--- config.mk ---
export PLATFORM = sky130hd
export DESIGN_NAME = frame_byte_sequencer
export DESIGN_NICKNAME = d
export VERILOG_FILES = /design/src/rtl/frame_byte_sequencer_pkg.sv /design/src/rtl/frame_byte_sequencer.sv
export SDC_FILE = /design/constraint.sdc
export NUM_CORES = 1
export LEC_CHECK = 0
export ABC_AREA = 1
export BUFFER_PORTS_ARGS = -buffer_cell sky130_fd_sc_hd__buf_2
export CAP_MARGIN = 15
export CORE_ASPECT_RATIO = 1.2
export CORE_MARGIN = 5
export CORE_UTILIZATION = 50
export CTS_BUF_LIST = sky130_fd_sc_hd__clkbuf_2
export CTS_CLUSTER_DIAMETER = 60
export DETAILED_ROUTE_END_ITERATION = 10
export GPL_TIMING_DRIVEN = 0
export PLACE_DENSITY = 0.78
export SYNTH_ARGS = -nofsm -noshare
export SYNTH_HDL_FRONTEND = slang
export SYNTH_SLANG_ARGS = --single-unit
export TNS_END_PERCENT = 1
--- constraint.sdc ---
create_clock -name Clock -period 1.5 [get_ports Clock]
set_input_delay 0.075 -clock Clock [delete_from_list [all_inputs] [get_ports Clock]]
set_output_delay 0.075 -clock Clock [all_outputs]
set_load 0.01 [all_outputs]
--- src/rtl/frame_byte_sequencer_pkg.sv ---
// frame_byte_sequencer_pkg: shared widths, slot limits, terminator byte and FSM encoding
// Optional feature macro: FRAME_BYTE_SEQ_CHECKSUM_EN (adds a trailing XOR checksum slot)
package frame_byte_sequencer_pkg;
  localparam int BYTE_W = 8;
  localparam int SEL_W = 4;
  localparam logic [SEL_W-1:0] LAST_SEL = 4'd10;
  localparam logic [BYTE_W-1:0] TERM_BYTE = 8'hB7;
`ifdef FRAME_BYTE_SEQ_CHECKSUM_EN
  localparam logic [SEL_W-1:0] FINAL_IDX = LAST_SEL + 4'd1;
`else
  localparam logic [SEL_W-1:0] FINAL_IDX = LAST_SEL;
`endif
  typedef enum logic [1:0] {
    IDLE    = 2'd0,
    FETCH   = 2'd1,
    PRESENT = 2'd2,
    DONE    = 2'd3
  } state_e;
endpackage

--- src/rtl/frame_byte_sequencer.sv ---
// frame_byte_sequencer: walks a byte-mux select 0..10 and streams each fetched byte on valid/ready
// Ports: Clock/Reset (sync, active-high); Start/Abort control; Sel -> mux select, ByteIn <- mux data;
//   OutByte/OutValid/OutReady consumer handshake; Busy (not IDLE); Done (one-cycle end-of-frame pulse).
// Macro FRAME_BYTE_SEQ_CHECKSUM_EN appends an XOR checksum of bytes 0..9 after the terminator.
module frame_byte_sequencer
  import frame_byte_sequencer_pkg::*;
(
  input  logic              Clock,
  input  logic              Reset,
  input  logic              Start,
  input  logic              Abort,
  output logic [SEL_W-1:0]  Sel,
  input  logic [BYTE_W-1:0] ByteIn,
  output logic [BYTE_W-1:0] OutByte,
  output logic              OutValid,
  input  logic              OutReady,
  output logic              Busy,
  output logic              Done
);
  state_e state_q, state_d;
  logic [SEL_W-1:0] index_q, index_d;
  logic [BYTE_W-1:0] out_byte_q, out_byte_d;
  logic out_valid_q, out_valid_d;
  logic hs;
  assign hs = state_q == PRESENT && out_valid_q && OutReady;
  // the checksum slot sits past the terminator but keeps the mux parked on slot 10
  assign Sel = (state_q == FETCH || state_q == PRESENT) ? ((index_q > LAST_SEL) ? LAST_SEL : index_q) : '0;
  assign OutByte = out_byte_q;
  assign OutValid = out_valid_q;
  assign Busy = state_q != IDLE;
  assign Done = state_q == DONE;
`ifdef FRAME_BYTE_SEQ_CHECKSUM_EN
  logic [BYTE_W-1:0] csum_q, csum_d;
  assign csum_d = (state_q == IDLE && Start) ? '0 : (hs && index_q < LAST_SEL) ? csum_q ^ out_byte_q : csum_q;
  always_ff @(posedge Clock) csum_q <= Reset ? '0 : csum_d;
`endif
  always_comb begin
    state_d = state_q;
    index_d = index_q;
    out_byte_d = out_byte_q;
    out_valid_d = out_valid_q;
    if (Abort && state_q != IDLE) begin
      state_d = IDLE;
      out_valid_d = 1'b0;
    end else begin
      case (state_q)
        IDLE: if (Start) begin
          index_d = '0;
          state_d = FETCH;
        end
        FETCH: begin
          out_byte_d = ByteIn;
          out_valid_d = 1'b1;
          state_d = PRESENT;
        end
        PRESENT: if (hs) begin
`ifdef FRAME_BYTE_SEQ_CHECKSUM_EN
          // checksum needs no mux settling, so it is presented straight after the terminator
          if (index_q == LAST_SEL) begin
            out_byte_d = csum_q;
            index_d = FINAL_IDX;
          end else
`endif
          begin
            out_valid_d = 1'b0;
            index_d = (index_q == FINAL_IDX) ? index_q : index_q + 4'd1;
            state_d = (index_q == FINAL_IDX) ? DONE : FETCH;
          end
        end
        default: state_d = IDLE;
      endcase
    end
  end
  always_ff @(posedge Clock) begin
    if (Reset) begin
      state_q <= IDLE;
      index_q <= '0;
      out_byte_q <= '0;
      out_valid_q <= 1'b0;
    end else begin
      state_q <= state_d;
      index_q <= index_d;
      out_byte_q <= out_byte_d;
      out_valid_q <= out_valid_d;
    end
  end
endmodule
# Word-level counts from Yosys, hierarchy flattened
# Index checks and enable logic that the tools add are counted.
# totals
register_bits,15
in_bits,13
# op_classes
n_addsub,1
order_cmp,1
eq_ne,7
muxes,12
n_bitwise,1
reduce_logical,13
# ops
operator,n
$mux W4,5
$pmux W4 S2,1
$mux W2,3
$ne A2 B2 Y1 const B,3
$pmux W2 S3,1
$reduce_and A2 Y1,3
$reduce_bool A2 Y1,3
$reduce_and A5 Y1,1
$add A4 B1 Y4 const B,1
$eq A2 B2 Y1 const B,2
$eq A4 B4 Y1 const B,1
$gt A4 B4 Y1 const B,1
$logic_and A1 B1 Y1,3
$eq A2 B1 Y1 const B,1
$logic_not A2 Y1,1
$pmux W1 S2,1
$reduce_or A2 Y1,1
$logic_or A1 B1 Y1,1
$mux W1,1
$not A1 Y1,1

# Logic depth before layout (Yosys ltp)
# Gate-level depths: netlist (run 1).
# logic_depth
depth_word,5
mapped_depth,10

# Worst setup path before layout (run 1)
# No wires, ideal clock.
# synth_timing
path_type,reg-to-reg
startpoint,register state_q[0]
endpoint,register index_q[0]
t_arrival_ns,1.206
slack_ns,0.181
stages_incl_launch_ff,9
cell_sequence,dfxtp_1 inv_1 ha_1 inv_2 nand2_2 nand2_4 nand3_4 a21oi_1 nor2_1
# synth_via
elab_chain_len,5
# synth_lines
element,line_no,text
start: declaration,frame_byte_sequencer.sv:20,"state_e state_q, state_d;"
start signal: assignment,frame_byte_sequencer.sv:81,state_q <= state_d;
$eq A2 B2 Y1,"frame_byte_sequencer.sv:25, frame_byte_sequencer.sv:46",
$logic_and A1 B1 Y1 (2 in series),frame_byte_sequencer.sv:25,assign hs = state_q == PRESENT && out_valid_q && OutReady;
$ne A2 B2 Y1 (no line),-,
$reduce_and A5 Y1 (no line),-,
end signal: assignment,frame_byte_sequencer.sv:82,index_q <= index_d;
end: declaration,frame_byte_sequencer.sv:21,"logic [SEL_W-1:0] index_q, index_d;"
# Parallel ways exist; a longest one is shown, timed or not.
# A chain may end at the register's enable or synchronous reset.

# Worst setup path in the final report (run 1)
# layout_timing
startpoint,register index_q[2]
endpoint,output Sel[1]
# layout_via
elab_chain_len,3
# layout_lines
element,line_no,text
$gt A4 B4 Y1,frame_byte_sequencer.sv:27,assign Sel = (state_q == FETCH || state_q == PRESENT) ? ((index_q > LAST_SEL) ? LAST_SEL : index_q) : '0;
$mux W4 (2 in series),frame_byte_sequencer.sv:27,
end: declaration,frame_byte_sequencer.sv:12,"output logic [SEL_W-1:0] Sel,"
# No other way between the ends.

==> impl_metrics.tcl, run 1 <==
set metrics [dict create \
    arrival_ps 1400 \
    fillers 152 \
    power_uw 1860 \
    initialDrtViolationCount 7 \
    period_needed_ps 1470 \
    status "finished, final reports clean" \
    fin_cells 171 \
    nNetsFinal 173 \
    initial_core_util_pct 50.9 \
    power_leakage_uw 0.000549 \
    rrSetupSlack_ps 140 \
    ant_nets 0 \
    numCtsBuffers 3 \
    firstDrtPassIters 4 \
    design_area_um2 1070 \
    setup_violations 0 \
    crit_chain "o21ai_0 > a31oi_4 > nor2_1 > nor2_1 > buf_2" \
    slew_viol_final 0 \
    drt-total-wl_um 1840 \
    min_path_type "primary input to flop" \
    tns_ps 0 \
    p_comb_share_pct 56.3 \
    critPathMaxStageDelay_ps 440 \
    dp.cells 162 \
    portBuffers 27 \
    clk_pin_slew_ps 140 \
    r2r-start "index_q[0]$_SDFFE_PP0P_" \
    cts_buffer_depth 2 \
    cp-start-kind "flop" \
    synthToLayoutAreaGrowth_pct 31.4 \
    cap_violations 0 \
    avgSynthCellArea_um2 6.97 \
    power.switching_uw 817 \
    groute.usage.overall_pct 16.1 \
    cp.buffers_inverters 1 \
    p_int_uw 1040 \
    synth-edff-count 0 \
    syn_area_um2 816 \
    async_flop_share_pct 0 \
    yosysSeqAreaShare_pct 36.8 \
    regArea_um2 307 \
    p_per_area_nw_per_um2 1730 \
    ys.flop_type "dfxtp_1" \
    syn_nets 136 \
    grt_pass1_wl_um 2970 \
    cp_slowest_cell "dfxtp_1" \
    vias 850 \
    synthCells 117 \
    fp-row-count 16 \
    reg2reg_depth 7 \
    core-area_um2 1600 \
    path_max_fanout 5 \
    cts_root_buf "clkbuf_2" \
    worst_slew_pin_slew_ps 385 \
    setup_ws_ps 28.5 \
    fp.dieH_um 54.3 \
    hold_viol_final 0 \
    place_area_um2 973 \
    max-vdd-ir-drop_uv 1100 \
    fin_skew_ps 8.57 \
    grt_pass1_vias 762 \
    finalCritPeriodShare_pct 98.1 \
    overflow 0 \
    grt_max_degree 11 \
    synth-seq-cells 15 \
    required_ps 1420 \
    clock_latency_ps 280 \
    die_w_um 46.9 \
    multiInputGateArea_um2 490 \
    ioPinCount 28 \
    switching_share_pct 43.9 \
    drc 0 \
    whs_path_depth 3 \
    r2r-end "index_q[2]$_SDFFE_PP0P_" \
    pwr-share-clk_pct 10.3 \
    slew_headroom_pct 74.1 \
    worstHoldStart "ByteIn[6]" \
    ys_types 18 \
    place_ws_ps 18.8 \
    vias_per_cell 4.97 \
    fmax_mhz 680 \
    crit_type "flop to primary output" \
    dieArea_um2 2540 \
    n_antenna_cell 0 \
    worst_setup_path_end_kind "primary output" \
    htreeDepth 1 \
    p_seq_share_pct 33.4 \
    cts_tree "yes" \
    cp_common_cell "nor2_1" \
    hpwl_um 1340 \
    yosys_warnings 0 \
    critPathTopFamily "flip-flops" \
    clkSinkCount 15 \
    wl_per_cell_um 10.7 \
    gp_congestion 0.822 \
    min_to "OutByte[6]$_SDFFE_PP0P_" \
    grt_antenna_before_repair 0 \
    drive_gt1_share_pct 37.3 \
]
[sequential cells by signal (all words and copies together), names as in the netlist]
signal and flops:
index_q 4, state_q 2, OutByte 8, OutValid 1
[area by class of cell]
type	instances	area share, %
inverters	14	4.90
repair buffers	32	16.3
well taps	18	2.10
plain buffers	1	0.467
clock buffers	4	1.87
multi-input cells	87	45.7
flip-flops and latches	15	28.6
[metrics by stage]
| step | util (%) | hold slack, ps |
|---|---|---|
| after floorplan | - | 144 |
| after global placement | 60.8 | 265 |
| after detailed placement | 60.8 | 263 |
| after CTS | 64.0 | 22.1 |
| after global routing | 67.0 | 20.0 |
| final | 67.0 | 32.0 |
[worst max path at each step]
stage	startpoint	endpoint	slack, ps	cells past startpoint
global route	index_q[2]$_SDFFE_PP0P_	Sel[1]	-50	5
CTS	state_q[1]$_SDFFE_PP0P_	Sel[0]	9	5
global placement	state_q[0]$_SDFFE_PP0P_	index_q[0]$_SDFFE_PP0P_	20	8
detailed placement	state_q[0]$_SDFFE_PP0P_	index_q[3]$_SDFFE_PP0P_	20	8
floorplan	state_q[0]$_SDFFE_PP0P_	index_q[0]$_SDFFE_PP0P_	180	8
finish	index_q[2]$_SDFFE_PP0P_	Sel[1]	30	5
[synthesized netlist by cell type (2+ instances only)]
cell,count,area (um2)
a22oi_1,2,15.0
a21oi_1,6,30.0
nor3_1,2,10.0
nor2_1,29,109
nand2_1,21,78.8
nand2_4,2,22.5
inv_2,4,15.0
dfxtp_1,15,300
ha_1,6,75.1
nand3_1,4,20.0
o21ai_0,9,45.0
inv_1,10,37.5
nand2_2,2,12.5
[power by group through the flow]
stage          clock [uW]  combinational, uW  sequential (uW)
3_5_place_dp            0                935              624
2_1_floorplan           0                648              661
6_report              192               1050              620
4_1_cts               201                971              614
3_3_place_gp            0                919              621
5_1_grt               222               1180              641
[timing repair]
item                                    4_1_cts  5_1_grt
buffers inserted                              2        2
hold buffers                                  1        0
endpoints found under the hold margin         2        0
endpoints found under the setup margin        5        7
gates resized for setup                       4        8
pin swaps                                     1        1
[layout by cell type, fill, tap and decap left out]
cell type / netlist / layout
nand3_4: 1 / 1
nand2_2: 2 / 2
nand2_1: 21 / 21
nand2_4: 2 / 2
buf_2: 0 / 27
ha_4: 0 / 1
a22oi_1: 2 / 2
clkbuf_2: 1 / 5
a21oi_1: 6 / 6
inv_2: 4 / 6
dlygate4sd3_1: 0 / 1
buf_4: 0 / 4
nor3_1: 2 / 2
o21ai_0: 9 / 9
inv_1: 10 / 8
dfxtp_1: 15 / 10
ha_1: 6 / 3
dfxtp_2: 0 / 5
nand3_2: 1 / 1
nand3_1: 4 / 4
nand4_1: 1 / 1
ha_2: 0 / 2
a31oi_4: 0 / 1
nor2_1: 29 / 29
[metal layers]
layer  vias to the layer above  share of wire, %  GRT usage, %  wire length [um]
li1                        443                 -             -                 -
met1                       375                42          18.1               764
met2                        26                49          27.6               895
met3                         6               7.6          3.62               140
met4                         0               2.0          8.29                36
met5                         -                 0             0                 0
[cell families (layout without fill, tap and decap cells)]
kind of cell / after synthesis / in the layout / share of synthesized area (%)
simple gates: 63 / 63 / 35.1
compound gates: 18 / 18 / 11.8
fa+ha+maj: 6 / 6 / 9.20
flops: 15 / 15 / 36.8
buf+inv: 15 / 51 / 7.05
[worst min-delay path: stages]
cell,delay [ps]
buf_2,70
o21ai_0,70
nor2_1,70
(Power assumes the default switching activity.)
==> run 2, diff against run 1 <==
--- a/config.mk
+++ b/config.mk
@@ -8,9 +8,11 @@
 export ABC_AREA = 1
 export BUFFER_PORTS_ARGS = -buffer_cell sky130_fd_sc_hd__buf_2
 export CAP_MARGIN = 15
+export CELL_PAD_IN_SITES_DETAIL_PLACEMENT = 0
+export CELL_PAD_IN_SITES_GLOBAL_PLACEMENT = 1
 export CORE_ASPECT_RATIO = 1.2
 export CORE_MARGIN = 5
-export CORE_UTILIZATION = 50
+export CORE_UTILIZATION = 35
 export CTS_BUF_LIST = sky130_fd_sc_hd__clkbuf_2
 export CTS_CLUSTER_DIAMETER = 60
 export DETAILED_ROUTE_END_ITERATION = 10
==> run 2 against run 1 <==
Sequential power increased by 2%. Sequential share of layout area increased by 0.30 points. Clock skew decreased by 5.3 ps. First-iteration DRC count grew 100%. Critical path depth up 1. Final area is 0.58% higher. Register-to-register slack about the same. Via count decreased by 4.5%. Sequential cell count stayed put. Setup slack improved by 61 ps. Clock-buffer cell count unchanged. Clock power decreased by 4%. Critical endpoint unchanged. Largest power group unchanged.
==> impl_metrics.tcl, run 2 (same netlist as run 1, synthesis figures left out) <==
set metrics [dict create \
    status "finished, final reports clean" \
    drive_gt1_share_pct 36.4 \
    drt-total-wl_um 1710 \
    fin_skew_ps 3.31 \
    max-vdd-ir-drop_uv 908 \
    vias 812 \
    cts_tree "yes" \
    largest_reg_flops 8 \
    clk_pin_slew_ps 130 \
    cts_buffer_depth 2 \
    wl_per_cell_um 9.39 \
    initial_core_util_pct 36.1 \
    utilization_pct 47.8 \
    place_ws_ps 4.82 \
    fp-row-count 19 \
    hpwl_um 1410 \
    cp_common_cell "nor2_1" \
    cp_slowest_cell "dfxtp_2" \
    clock_latency_ps 260 \
    layout_commonest_cell "nor2_1" \
    critPathLaunch "index_q[0]$_SDFFE_PP0P_" \
    finalCritPeriodShare_pct 94.0 \
    slew_headroom_pct 77.4 \
    cts_root_buf "clkbuf_2" \
    portBuffers 27 \
    nNetsFinal 171 \
    cp-start-kind "flop" \
    firstDrtPassIters 2 \
    setup_ws_ps 89.9 \
    hold_viol_final 0 \
    n_antenna_cell 0 \
    min_path_type "primary input to flop" \
    critPathMaxStageDelay_ps 350 \
    grt_pass1_wl_um 2990 \
    htreeDepth 1 \
    synthToLayoutAreaGrowth_pct 32.2 \
    groute.usage.overall_pct 11.3 \
    power_leakage_uw 0.000539 \
    core-area_um2 2260 \
    crit_chain "inv_1 > ha_2 > a31oi_4 > nor2_1 > nor2_1 > buf_2" \
    dieArea_um2 3400 \
    tns_ps 0 \
    period_needed_ps 1410 \
    gp_congestion 0.748 \
    arrival_ps 1340 \
    grt_antenna_before_repair 0 \
    ioPinCount 28 \
    setup_violations 0 \
    crit_type "flop to primary output" \
    cp.buffers_inverters 2 \
    worstHoldStart "ByteIn[5]" \
    worst_slew_pin_slew_ps 336 \
    overflow 0 \
    worst_setup_path_end_kind "primary output" \
    r2r-start "state_q[0]$_SDFFE_PP0P_" \
    p_per_area_nw_per_um2 1690 \
    grt_max_degree 11 \
    path_max_fanout 4 \
    numCtsBuffers 3 \
    drc 0 \
    critPathTopFamily "flip-flops" \
    fp.dieH_um 62.9 \
    vias_per_cell 4.46 \
    required_ps 1420 \
    clkSinkCount 15 \
    final_cell_mix "29 x nor2_1, 27 x buf_2, 21 x nand2_1" \
    ant_nets 0 \
    cap_violations 0 \
    fmax_mhz 709 \
    grt_pass1_vias 766 \
    initialDrtViolationCount 14 \
    slew_viol_final 0 \
    die_w_um 54.1 \
]
==> run 2: metrics by stage <==
stage	area (um2)	hold WS (ps)	power [uW]	cells
after floorplan	816	144	1310	117
after global placement	990	267	1560	175
after detailed placement	990	274	1570	175
after CTS	1030	29.3	1780	180
after global routing	1080	55.6	2040	182
final	1080	49.3	1820	182
==> run 2: worst paths after layout <==
check                           slack, ps                 endpoint  depth (start not counted)
worst max-delay path                   90                   Sel[1]                          6
worst min-delay path                   50  OutByte[5]$_SDFFE_PP0P_                          3
worst min register to register        490  OutByte[3]$_SDFFE_PP0P_                          2
worst max register to register        150  index_q[0]$_SDFFE_PP0P_                          7
==> run 2: worst reg2reg max path, delay by kind of cell, from the launching register on <==
| kind | cells | cell delay (ps) |
|---|---|---|
| buffers and inverters | 1 | 90 |
| adders and majority gates | 1 | 260 |
| AOI/OAI and AO/OA | 1 | 130 |
| DFF | 1 | 370 |
| and+or+nand+nor | 4 | 420 |
==> run 2: final cells by class <==
cell class,instances,area (um2)
Timing Repair Buffer,30,160
Tap cell,31,38.8
Buffer,1,5.00
Fill cell,254,1180
Multi-Input combinational cell,87,490
Sequential cell,15,312
Clock buffer,4,20.0
Inverter,14,52.6
==> run 2: where the power goes <==
group	total, uW	switching (uW)	internal (uW)
logic	1010	590	417
registers	631	87.8	543
clock network	185	115	70.8
==> run 2: what timing repair did <==
item | CTS | global route
gates resized for setup | 4 | 10
hold buffers | 1 | 0
setup endpoints to repair | 4 | 11
pin swaps | 1 | 0
endpoints found under the hold margin | 2 | 0
buffers inserted | 0 | 2
==> run 2: per-layer routing <==
| metal | share of wire, % | GRT usage, % |
|---|---|---|
| met1 | 45 | 13.7 |
| met2 | 47 | 18.3 |
| met3 | 7.1 | 2.63 |
| met4 | 0.53 | 4.98 |
| met5 | 0 | 0 |
